===== src/rtl/risc_pkg.sv =====
// risc_pkg: shared definitions for the RISC instruction sequencer.
//   - opcode constants as decoded from the instruction register
//   - sequencer state encoding
//   - is_alu_read(): opcodes that read a memory operand into the accumulator
package risc_pkg;

  localparam logic [2:0] HALT  = 3'd0;
  localparam logic [2:0] JRZ   = 3'd1;
  localparam logic [2:0] ADD   = 3'd2;
  localparam logic [2:0] AND   = 3'd3;
  localparam logic [2:0] XOR   = 3'd4;
  localparam logic [2:0] LOAD  = 3'd5;
  localparam logic [2:0] STORE = 3'd6;
  localparam logic [2:0] JUMP  = 3'd7;

  typedef enum logic [3:0] {
    IDLE,
    FETCH,
    DECODE,
    OPRD,
    ACC,
    OPWR,
    JMP,
    SKIP,
    HALTED
  } state_t;

  // An unknown opcode falls to the default branch and is not an ALU read.
  function automatic logic is_alu_read(input logic [2:0] op);
    case (op)
      ADD, AND, XOR, LOAD: return 1'b1;
      default:             return 1'b0;
    endcase
  endfunction

endpackage


===== src/rtl/risc_wait_timer.sv =====
// risc_wait_timer: counts wait cycles of one memory access.
//   clk     in  clock (state updates on falling edge)
//   rst     in  synchronous active-high reset
//   clear   in  restart the count
//   count   in  this cycle is a wait cycle
//   limit   in  number of wait cycles allowed
//   expired out this wait cycle is the one that reaches the limit
module risc_wait_timer #(
  parameter int unsigned W = 4
) (
  input  logic         clk,
  input  logic         rst,
  input  logic         clear,
  input  logic         count,
  input  logic [W-1:0] limit,
  output logic         expired
);

  logic [W-1:0] cnt;

  always_ff @(negedge clk) begin
    if (rst || clear) begin
      cnt <= '0;
    end else if (count) begin
      cnt <= cnt + 1'b1;
    end
  end

  // Looks one cycle ahead so the state machine can leave on the limit cycle.
  assign expired = count && (cnt == limit - 1'b1);

endmodule


===== src/rtl/risc_ctrl_seq.sv =====
// risc_ctrl_seq: variable-length instruction sequencer for the RISC CPU.
//   clk_ctrl       in  control clock, state advances on the falling edge
//   rst            in  synchronous active-high reset
//   enable         in  run enable, low returns to IDLE and clears bus_err
//   resume         in  pulse that leaves HALTED
//   mem_ready      in  memory completes the current access this cycle
//   opcode         in  instruction opcode (sampled in DECODE)
//   alu_zero_flag  in  accumulator-zero flag (sampled in DECODE)
//   halt .. mem_wr out datapath / memory strobes
//   ir_sel         out IR word slot written while load_ir is high
//   instr_done     out pulse on the last cycle of each instruction
//   bus_err        out sticky wait-timeout flag
module risc_ctrl_seq
  import risc_pkg::*;
#(
  parameter int unsigned FETCH_WORDS = 2,
  parameter int unsigned WAIT_LIMIT  = 0,
  parameter int unsigned CNT_W       = (FETCH_WORDS > 1) ? $clog2(FETCH_WORDS) : 1
) (
  input  logic             clk_ctrl,
  input  logic             rst,
  input  logic             enable,
  input  logic             resume,
  input  logic             mem_ready,
  input  logic [2:0]       opcode,
  input  logic             alu_zero_flag,
  output logic             halt,
  output logic             inc_pc,
  output logic             load_pc,
  output logic             load_ir,
  output logic             load_acc,
  output logic             bus_enable,
  output logic             mem_rd,
  output logic             mem_wr,
  output logic [CNT_W-1:0] ir_sel,
  output logic             instr_done,
  output logic             bus_err
);

  localparam logic [CNT_W-1:0] LAST_WORD = CNT_W'(FETCH_WORDS - 1);

  state_t           state, state_nx;
  logic [CNT_W-1:0] cnt, cnt_nx;
  logic             expired;

  generate
    if (WAIT_LIMIT > 0) begin : g_timer
      localparam int unsigned TW = $clog2(WAIT_LIMIT + 1);
      logic wait_cnt_en;
      logic wait_clr;

      assign wait_cnt_en = !mem_ready &&
                           (state == FETCH || state == OPRD || state == OPWR);
      // A completed access also restarts the count so each fetch word gets
      // its own budget.
      assign wait_clr    = !enable || mem_ready || (state_nx != state);

      risc_wait_timer #(
        .W(TW)
      ) u_timer (
        .clk     (clk_ctrl),
        .rst     (rst),
        .clear   (wait_clr),
        .count   (wait_cnt_en),
        .limit   (TW'(WAIT_LIMIT)),
        .expired (expired)
      );
    end else begin : g_no_timer
      assign expired = 1'b0;
    end
  endgenerate

  always_ff @(negedge clk_ctrl) begin
    if (rst || !enable) begin
      state   <= IDLE;
      cnt     <= '0;
      bus_err <= 1'b0;
    end else begin
      state <= state_nx;
      cnt   <= cnt_nx;
      if (expired) begin
        bus_err <= 1'b1;
      end
    end
  end

  always_comb begin
    state_nx   = state;
    cnt_nx     = cnt;
    halt       = 1'b0;
    inc_pc     = 1'b0;
    load_pc    = 1'b0;
    load_ir    = 1'b0;
    load_acc   = 1'b0;
    bus_enable = 1'b0;
    mem_rd     = 1'b0;
    mem_wr     = 1'b0;
    ir_sel     = '0;
    instr_done = 1'b0;

    case (state)
      IDLE: begin
        cnt_nx = '0;
        if (enable) state_nx = FETCH;
      end
      FETCH: begin
        mem_rd  = 1'b1;
        ir_sel  = cnt;
        inc_pc  = mem_ready;
        // expired implies mem_ready low: the aborted word is not loaded.
        load_ir = !expired;
        if (mem_ready) begin
          if (cnt == LAST_WORD) begin
            state_nx = DECODE;
            cnt_nx   = '0;
          end else begin
            cnt_nx = cnt + 1'b1;
          end
        end else if (expired) begin
          state_nx = HALTED;
        end
      end
      DECODE: begin
        case (opcode)
          HALT:  state_nx = HALTED;
          JRZ: begin
            if (alu_zero_flag) begin
              state_nx = SKIP;
            end else begin
              instr_done = 1'b1;
              state_nx   = FETCH;
            end
          end
          STORE: state_nx = OPWR;
          JUMP:  state_nx = JMP;
          default: state_nx = is_alu_read(opcode) ? OPRD : HALTED;
        endcase
      end
      OPRD: begin
        mem_rd = 1'b1;
        if (mem_ready)    state_nx = ACC;
        else if (expired) state_nx = HALTED;
      end
      ACC: begin
        load_acc   = 1'b1;
        instr_done = 1'b1;
        state_nx   = FETCH;
      end
      OPWR: begin
        bus_enable = 1'b1;
        mem_wr     = 1'b1;
        if (mem_ready) begin
          instr_done = 1'b1;
          state_nx   = FETCH;
        end else if (expired) begin
          state_nx = HALTED;
        end
      end
      JMP: begin
        load_pc    = 1'b1;
        instr_done = 1'b1;
        state_nx   = FETCH;
      end
      SKIP: begin
        inc_pc = 1'b1;
        if (cnt == LAST_WORD) begin
          instr_done = 1'b1;
          state_nx   = FETCH;
          cnt_nx     = '0;
        end else begin
          cnt_nx = cnt + 1'b1;
        end
      end
      HALTED: begin
        halt = 1'b1;
        if (resume && enable) begin
          instr_done = 1'b1;
          state_nx   = FETCH;
          cnt_nx     = '0;
        end
      end
      default: state_nx = IDLE;
    endcase
  end

endmodule


===== config.mk =====
export PLATFORM = sky130hd
export DESIGN_NAME = risc_ctrl_seq
export DESIGN_NICKNAME = d
export VERILOG_FILES = /design/src/rtl/risc_pkg.sv /design/src/rtl/risc_wait_timer.sv /design/src/rtl/risc_ctrl_seq.sv
export SDC_FILE = /design/constraint.sdc
export NUM_CORES = 1
export LEC_CHECK = 0
export CORE_ASPECT_RATIO = 1.25
export CORE_MARGIN = 8
export CORE_UTILIZATION = 25
export CTS_CLUSTER_SIZE = 24
export DETAILED_ROUTE_END_ITERATION = 12
export GPL_ROUTABILITY_DRIVEN = 0
export GPL_TIMING_DRIVEN = 0
export SLEW_MARGIN = 20
export SYNTH_ARGS = -nofsm -noshare
export SYNTH_HDL_FRONTEND = slang
export SYNTH_SLANG_ARGS = --single-unit

===== constraint.sdc =====
create_clock -name clk_ctrl -period 2.05 [get_ports clk_ctrl]
set_clock_uncertainty 0.1 [all_clocks]
set_input_delay 0.41 -clock clk_ctrl [delete_from_list [all_inputs] [get_ports clk_ctrl]]
set_output_delay 0.41 -clock clk_ctrl [all_outputs]
set_load 0.005 [all_outputs]

### Yosys cells after proc, flatten, opt, wreduce, memory -nomap -nowiden

Index checks and enable logic that the tools add are counted.

| cells by class | value |
|---|---|
| reduce and logical (&&, ||, !) cells | 12 |
| muxes and demuxes | 32 |
| $add $sub $neg | 1 |
| equality and inequality tests | 22 |

Operator list:

| cell | count |
|---|---|
| $mux W4 | 8 |
| $pmux W4 S8 | 1 |
| $mux W1 | 18 |
| $eq A4 B3 Y1 const B | 4 |
| $pmux W4 S4 | 1 |
| $ne A2 B2 Y1 const B | 7 |
| $eq A3 B3 Y1 const B | 4 |
| $eq A4 B2 Y1 const B | 2 |
| $reduce_or A4 Y1 | 2 |
| $reduce_and A7 Y1 | 1 |
| $eq A3 B2 Y1 const B | 2 |
| $pmux W1 S5 | 1 |
| $eq A4 B1 Y1 const B | 1 |
| $eq A4 B4 Y1 const B | 1 |
| $logic_not A4 Y1 | 1 |
| $pmux W1 S4 | 1 |
| $reduce_bool A4 Y1 | 1 |
| $reduce_or A2 Y1 | 2 |
| $eq A3 B1 Y1 const B | 1 |
| $logic_not A3 Y1 | 1 |
| $mux W3 | 1 |
| $reduce_and A3 Y1 | 1 |
| $pmux W1 S2 | 1 |
| $add A1 B1 Y1 const B | 1 |
| 3 further kinds | 3 |

| storage, ports and cells | value |
|---|---|
| logic and storage cells | 69 |
| flip-flop bits (word level) | 5 |

### Logic depth before layout (Yosys ltp)

Gate-level depths: netlist of the first run.

| logic depth | value |
|---|---|
| word-level depth | 8 |
| depth in mapped cells | 5 |
| depth with buffers taken out | 5 |

==> results.yml, run 1 <==
power_and_ir_drop:
  leakage_nw: 0.536
  switching_share_pct: 33.0
  pwr-share-seq_pct: 25.2
  power_frac_clock_pct: 35.4
  p_int_uw: 271
  vdd_drop_max_v: 0.000355
  power.switching_uw: 134
  p_per_area_nw_per_um2: 332
  p_comb_share_pct: 39.4
  p_total_uw: 404
worst_setup_path:
  cp_max_fo: 5
  worstPathRequired_ns: 1.54
  critPathMaxStageDelay_ns: 0.35
  reg2reg_depth: 6
  crit_type: "reg2out"
  worstSetupEndpointType: "output port"
  worst_ep_arrival_time_ns: 2.59
  reg2reg_from: "state[2]"
  worstSetupStartpointType: "register"
  r2r-end: "state[2]"
  crit_slowest_cell: "dfxtp_4"
  path_cells: "buf_8 > nor4b_4 > nand2_1 > nor3b_2 > a311o_1 > buf_2"
  worst-r2r-setup-slack_ns: 0.30
hold_path:
  hp-class: "reg2reg"
  worstHoldPathCells: 2
  hold_start: "cnt"
  hold_path_end: "cnt"
floorplan:
  row_count: 20
  io_pins: 20
  core_area_um2: 2350
  fp.dieH_um: 70.8
  die_w_um: 59.8
  die-area_um2: 4240
  start_util_pct: 25.5
synth:
  seq_area_frac_synth_pct: 16.7
  syn_area_um2: 601
  syn_avg_cell_area_um2: 7.90
  synthArstFlopShare_pct: 0
  synth_top_area_share_pct: 16.7
  ys_ff_latch: 5
  synth_cells: 76
  synth_ff_type: "dfxtp_1"
  synth_edf_count: 0
  synth_area_leaders: "dfxtp_1 (17%), mux2i_1 (8.3%), a21oi_1 (5.0%), nand2_1 (5.0%), nor4b_4 (4.0%)"
  syn_nets: 86
  synth_cell_types: 37
  yosysTopAreaCell: "dfxtp_1"
  yosysWarnings: 0
final_layout:
  num-nets-final: 133
  design_area_um2: 1220
  diodes: 0
  area_growth_pct: 103
  multiInputGateArea_um2: 576
  seqCellArea_um2: 115
  fillers: 218
  drive_above_1_share_pct: 62.3
timing:
  slew_viol_final: 0
  hold_viol_final: 0
  setup_ws_ns: -1.05
  rsz0062_at_grt: "yes"
  setup_viol: 15
grt:
  antenna_found_initial: 0
  grt_pass1_wl_um: 3310
  track_usage_pct: 9.66
  grt_pass1_vias: 787
  grt_max_degree: 11
  globalRouteOverflowTotal: 0
detailed_routing:
  drcViolationCount: 0
  drt-initial-drc-count: 23
  wl_um: 2160
  viasPerCell: 4.85
  num_vias: 751
  ant_nets: 0
  drt_pass1_iterations: 4
  routedWlPerCell_um: 14.0
run_status:
  outcome: "complete, but fails checks"
  violations: "setup timing"
clocking:
  htree_levels: 1
  cts_root_buffer: "clkbuf_4"
  clock_latency_ns: 0.30
  cts_tree: "built"
  clkTransAtPathRegs_ns: 0.03
  numCtsBuffers: 3
  cts.hold.buffers_added: 0
  cts.sinks: 5
  cts_max_path_buffers: 2
placement:
  placed_area_um2: 871
  dp_hpwl_um: 1260
  io_buffer_count: 18
job:
  max_cap_viol_count: 0
-- cells in the final DEF, fill, tap and decap left out, types with 2 or more instances in the layout --
cell type / netlist / routed
buf_6: 2 / 12
and2_1: 3 / 2
nor3_2: 1 / 2
nand2_1: 8 / 7
a21oi_2: 0 / 4
buf_2: 1 / 7
inv_1: 4 / 9
dfxtp_4: 0 / 4
a21oi_1: 6 / 2
clkbuf_4: 0 / 3
mux2i_1: 5 / 5
buf_12: 0 / 2
buf_8: 0 / 4
nor4b_4: 1 / 2
nor2_4: 0 / 2
or3_1: 2 / 2
nor3b_2: 0 / 3
nand2b_4: 0 / 2
nor2_1: 5 / 3
clkbuf_2: 0 / 2
buf_4: 3 / 15
-- timing repair --
action	CTS	global route
pin swaps	9	15
endpoints found under the hold margin	0	0
endpoints found under the setup margin	15	15
cloned	1	0
resized for setup	87	35
setup buffers	11	8
-- power by group through the flow --
stage	sequential (mW)	combinational [mW]	clock (mW)
2_1_floorplan	0.105	0.0659	0.0182
3_3_place_gp	0.106	0.106	0.0182
3_5_place_dp	0.106	0.107	0.0182
4_1_cts	0.103	0.120	0.153
5_1_grt	0.102	0.170	0.162
6_report	0.102	0.159	0.143
-- cell type report --
cell class,count,share of cell area [%]
clock inverter,6,1.85
sequential,5,9.46
inverter,3,0.925
multi-input combinational,61,47.3
timing repair buffer,38,28.8
tap,33,3.39
clock buffer,3,1.85
buffer,6,6.47
-- kinds of logic after synthesis --
| kind of cell | Yosys count | synth area share (%) |
|---|---|---|
| compound gates | 15 | 17.9 |
| xor+xnor | 1 | 1.46 |
| flops | 5 | 16.7 |
| fa+ha+maj | 1 | 2.08 |
| mux | 5 | 8.33 |
| simple gates | 38 | 42.1 |
| other cells | 1 | 0.624 |
| buf+inv | 10 | 10.8 |
-- Yosys cell counts, drive strengths merged, types with 4 or more instances --
cell type  n
buf        6
mux2i      5
a21oi      6
nand2      8
dfxtp      5
inv        4
nor2       5
-- sequential cells by signal, summed over array words and instances, names as in the netlist --
register	cells
state	4
cnt	1
-- critical path, delay by kind of cell (launching register included) --
kind	cells	cell delay [ns]
and+or+nand+nor	3	0.56
AOI/OAI and AO/OA	1	0.13
DFF	1	0.35
buffers and inverters	2	0.24
-- metrics by stage --
step           utilization [%]  setup TNS [ns]  std cells  setup WS (ns)  hold slack [ns]
2_1_floorplan                -           -4.34         76         -0.601            0.355
3_3_place_gp              37.0          -13.45        127          -1.20            0.408
3_5_place_dp              37.0          -13.51        127          -1.18            0.413
4_1_cts                   44.8           -9.09        147          -1.07            0.416
5_1_grt                   51.8           -9.28        155          -1.13            0.478
6_report                  51.8           -8.55        155          -1.05            0.442
-- how the worst max path moves through the flow --
stage | start | end | depth (start not counted)
after floorplan | state[0] | instr_done | 5
after global placement | state[0] | instr_done | 6
after detailed placement | state[0] | instr_done | 6
after CTS | state[0] | instr_done | 6
after global routing | state[0] | instr_done | 6
final | state[0] | instr_done | 6
-- layer usage --
metal  GRT usage, %  vias up  share of wire (%)
met5              0        -                  0
met4           4.52        0                1.1
met3           3.63        4                7.5
met2           15.9       31                 52
met1           10.5      351                 40
li1               -      365                  -
(Power assumes the default switching activity.)
==> inputs of run 2 (changes only) <==
GPL_TIMING_DRIVEN = default   (was 0)
==> run 2 against run 1 <==
Against the previous run: the flow still finishes with violations (setup timing); wire length rose by 6.6%; register-to-register slack lost 0.13 ns; power up 7.1%; worst hold slack improved by 0.065 ns; non-clock buffer count up 14; core utilization rose by 5.3 points; worst setup slack improved by 0.083 ns; first-iteration DRC count is 30% lower; critical endpoint unchanged.
==> results.yml, run 2 (synthesis results as in run 1) <==
run_status:
  outcome: "complete, but fails checks"
  violations: "setup timing"
clocking:
  cts_tree: "built"
  numCtsBuffers: 3
  cts_max_path_buffers: 2
  cts.sinks: 5
  clock_latency_ns: 0.31
  cts_root_buffer: "clkbuf_4"
  clkTransAtPathRegs_ns: 0.04
  htree_levels: 1
timing:
  holdWs_ns: 0.507
  hold_viol_final: 0
  slew_viol_final: 0
  setup_viol: 15
  fin_tns_setup_ns: -8.91
  setup_ws_ns: -0.971
  rsz0062_at_grt: "yes"
worst_setup_path:
  worst-r2r-setup-slack_ns: 0.17
  critPathMaxStageDelay_ns: 0.34
  worstSetupEndpointType: "output port"
  cp_max_fo: 3
  crit_type: "reg2out"
  worstPathRequired_ns: 1.54
  worstSetupStartpointType: "register"
  path_cells: "buf_6 > nor4b_4 > nand2_2 > nor3b_2 > a311o_1 > buf_2"
  crit_slowest_cell: "dfxtp_4"
  crit_family: "simple AND/OR/NAND/NOR gates"
  worst_ep_arrival_time_ns: 2.51
  path_buf_inv: 2
detailed_routing:
  drt-initial-drc-count: 16
  drcViolationCount: 0
  drt_pass1_iterations: 4
  ant_nets: 0
  num_vias: 789
  viasPerCell: 4.67
  wl_um: 2310
  routedWlPerCell_um: 13.6
placement:
  io_buffer_count: 18
  dp_cells: 149
  dp_hpwl_um: 1610
  pre_cts_ws_ns: -1.05
  placed_area_um2: 1030
grt:
  grt_max_degree: 10
  antenna_found_initial: 0
  grt_pass1_wl_um: 3820
  globalRouteOverflowTotal: 0
  grt_pass1_vias: 885
  track_usage_pct: 11.6
power_and_ir_drop:
  p_per_area_nw_per_um2: 323
  vdd_drop_max_v: 0.000165
  p_total_uw: 433
  leakage_nw: 0.616
floorplan:
  die-area_um2: 4240
  die_w_um: 59.8
  start_util_pct: 25.5
  core_area_um2: 2350
  io_pins: 20
  row_count: 20
  fp.dieH_um: 70.8
final_layout:
  design_area_um2: 1340
  num-nets-final: 147
  area_growth_pct: 124
  diodes: 0
  multiInputGateArea_um2: 624
  layout_commonest_cell: "buf_4"
  fillers: 242
  reg.largest.list: "state: 4 flops, cnt: 1 flops"
  final_cells: 169
  final_cell_mix: "buf_4 (28), buf_6 (17), buf_2 (8), inv_1 (7), nand2_1 (6)"
  largest-register: "state"
  seqCellArea_um2: 113
  largest_reg_flops: 4
  utilization_pct: 57.1
  drive_above_1_share_pct: 71.3
hold_path:
  hp-class: "reg2reg"
job:
  max_cap_viol_count: 0
[run 2: final timing paths]
path | startpoint | to | cells after the start
max | state[2] | instr_done | 6
min | cnt | cnt | 3
min reg2reg | cnt | cnt | 3
max reg2reg | state[2] | state[0] | 9
[run 2: worst reg2reg max path, stage by stage (launching register included)]
cell	delay, ns
dfxtp_4	0.34
buf_4	0.15
buf_6	0.12
nor4b_4	0.25
buf_4	0.17
buf_4	0.09
buf_4	0.11
nand2_1	0.08
o2111ai_4	0.13
mux2i_1	0.24
[run 2: layer usage]
metal,GRT usage [%],vias to the layer above,wire [um]
li1,-,393,-
met1,9.95,367,795
met2,22.0,23,1310
met3,3.09,6,145
met4,7.71,0,58
met5,0,-,0
[run 2: cell type report]
type | instances | share of cell area (%)
flip-flops and latches | 5 | 8.39
inverters | 3 | 1.03
clock buffers | 3 | 1.68
multi-input cells | 61 | 46.5
repair buffers | 58 | 37.7
clock inverters | 6 | 1.68
well taps | 33 | 3.08
[run 2: where the power goes]
group | switching (mW) | internal (mW) | total (mW)
clock network | 0.0655 | 0.0821 | 0.148
registers | 0.00565 | 0.0987 | 0.104
logic | 0.0736 | 0.108 | 0.181
total | 0.145 | 0.288 | 0.433
[run 2: repair_timing]
item                                   in CTS  in global routing
gates resized for setup                   124                 12
setup endpoints to repair                  15                 15
pin swaps                                  22                 14
hold buffers                                0                  0
gates cloned                                0                  0
setup buffers                               7                  7
endpoints found under the hold margin       0                  0
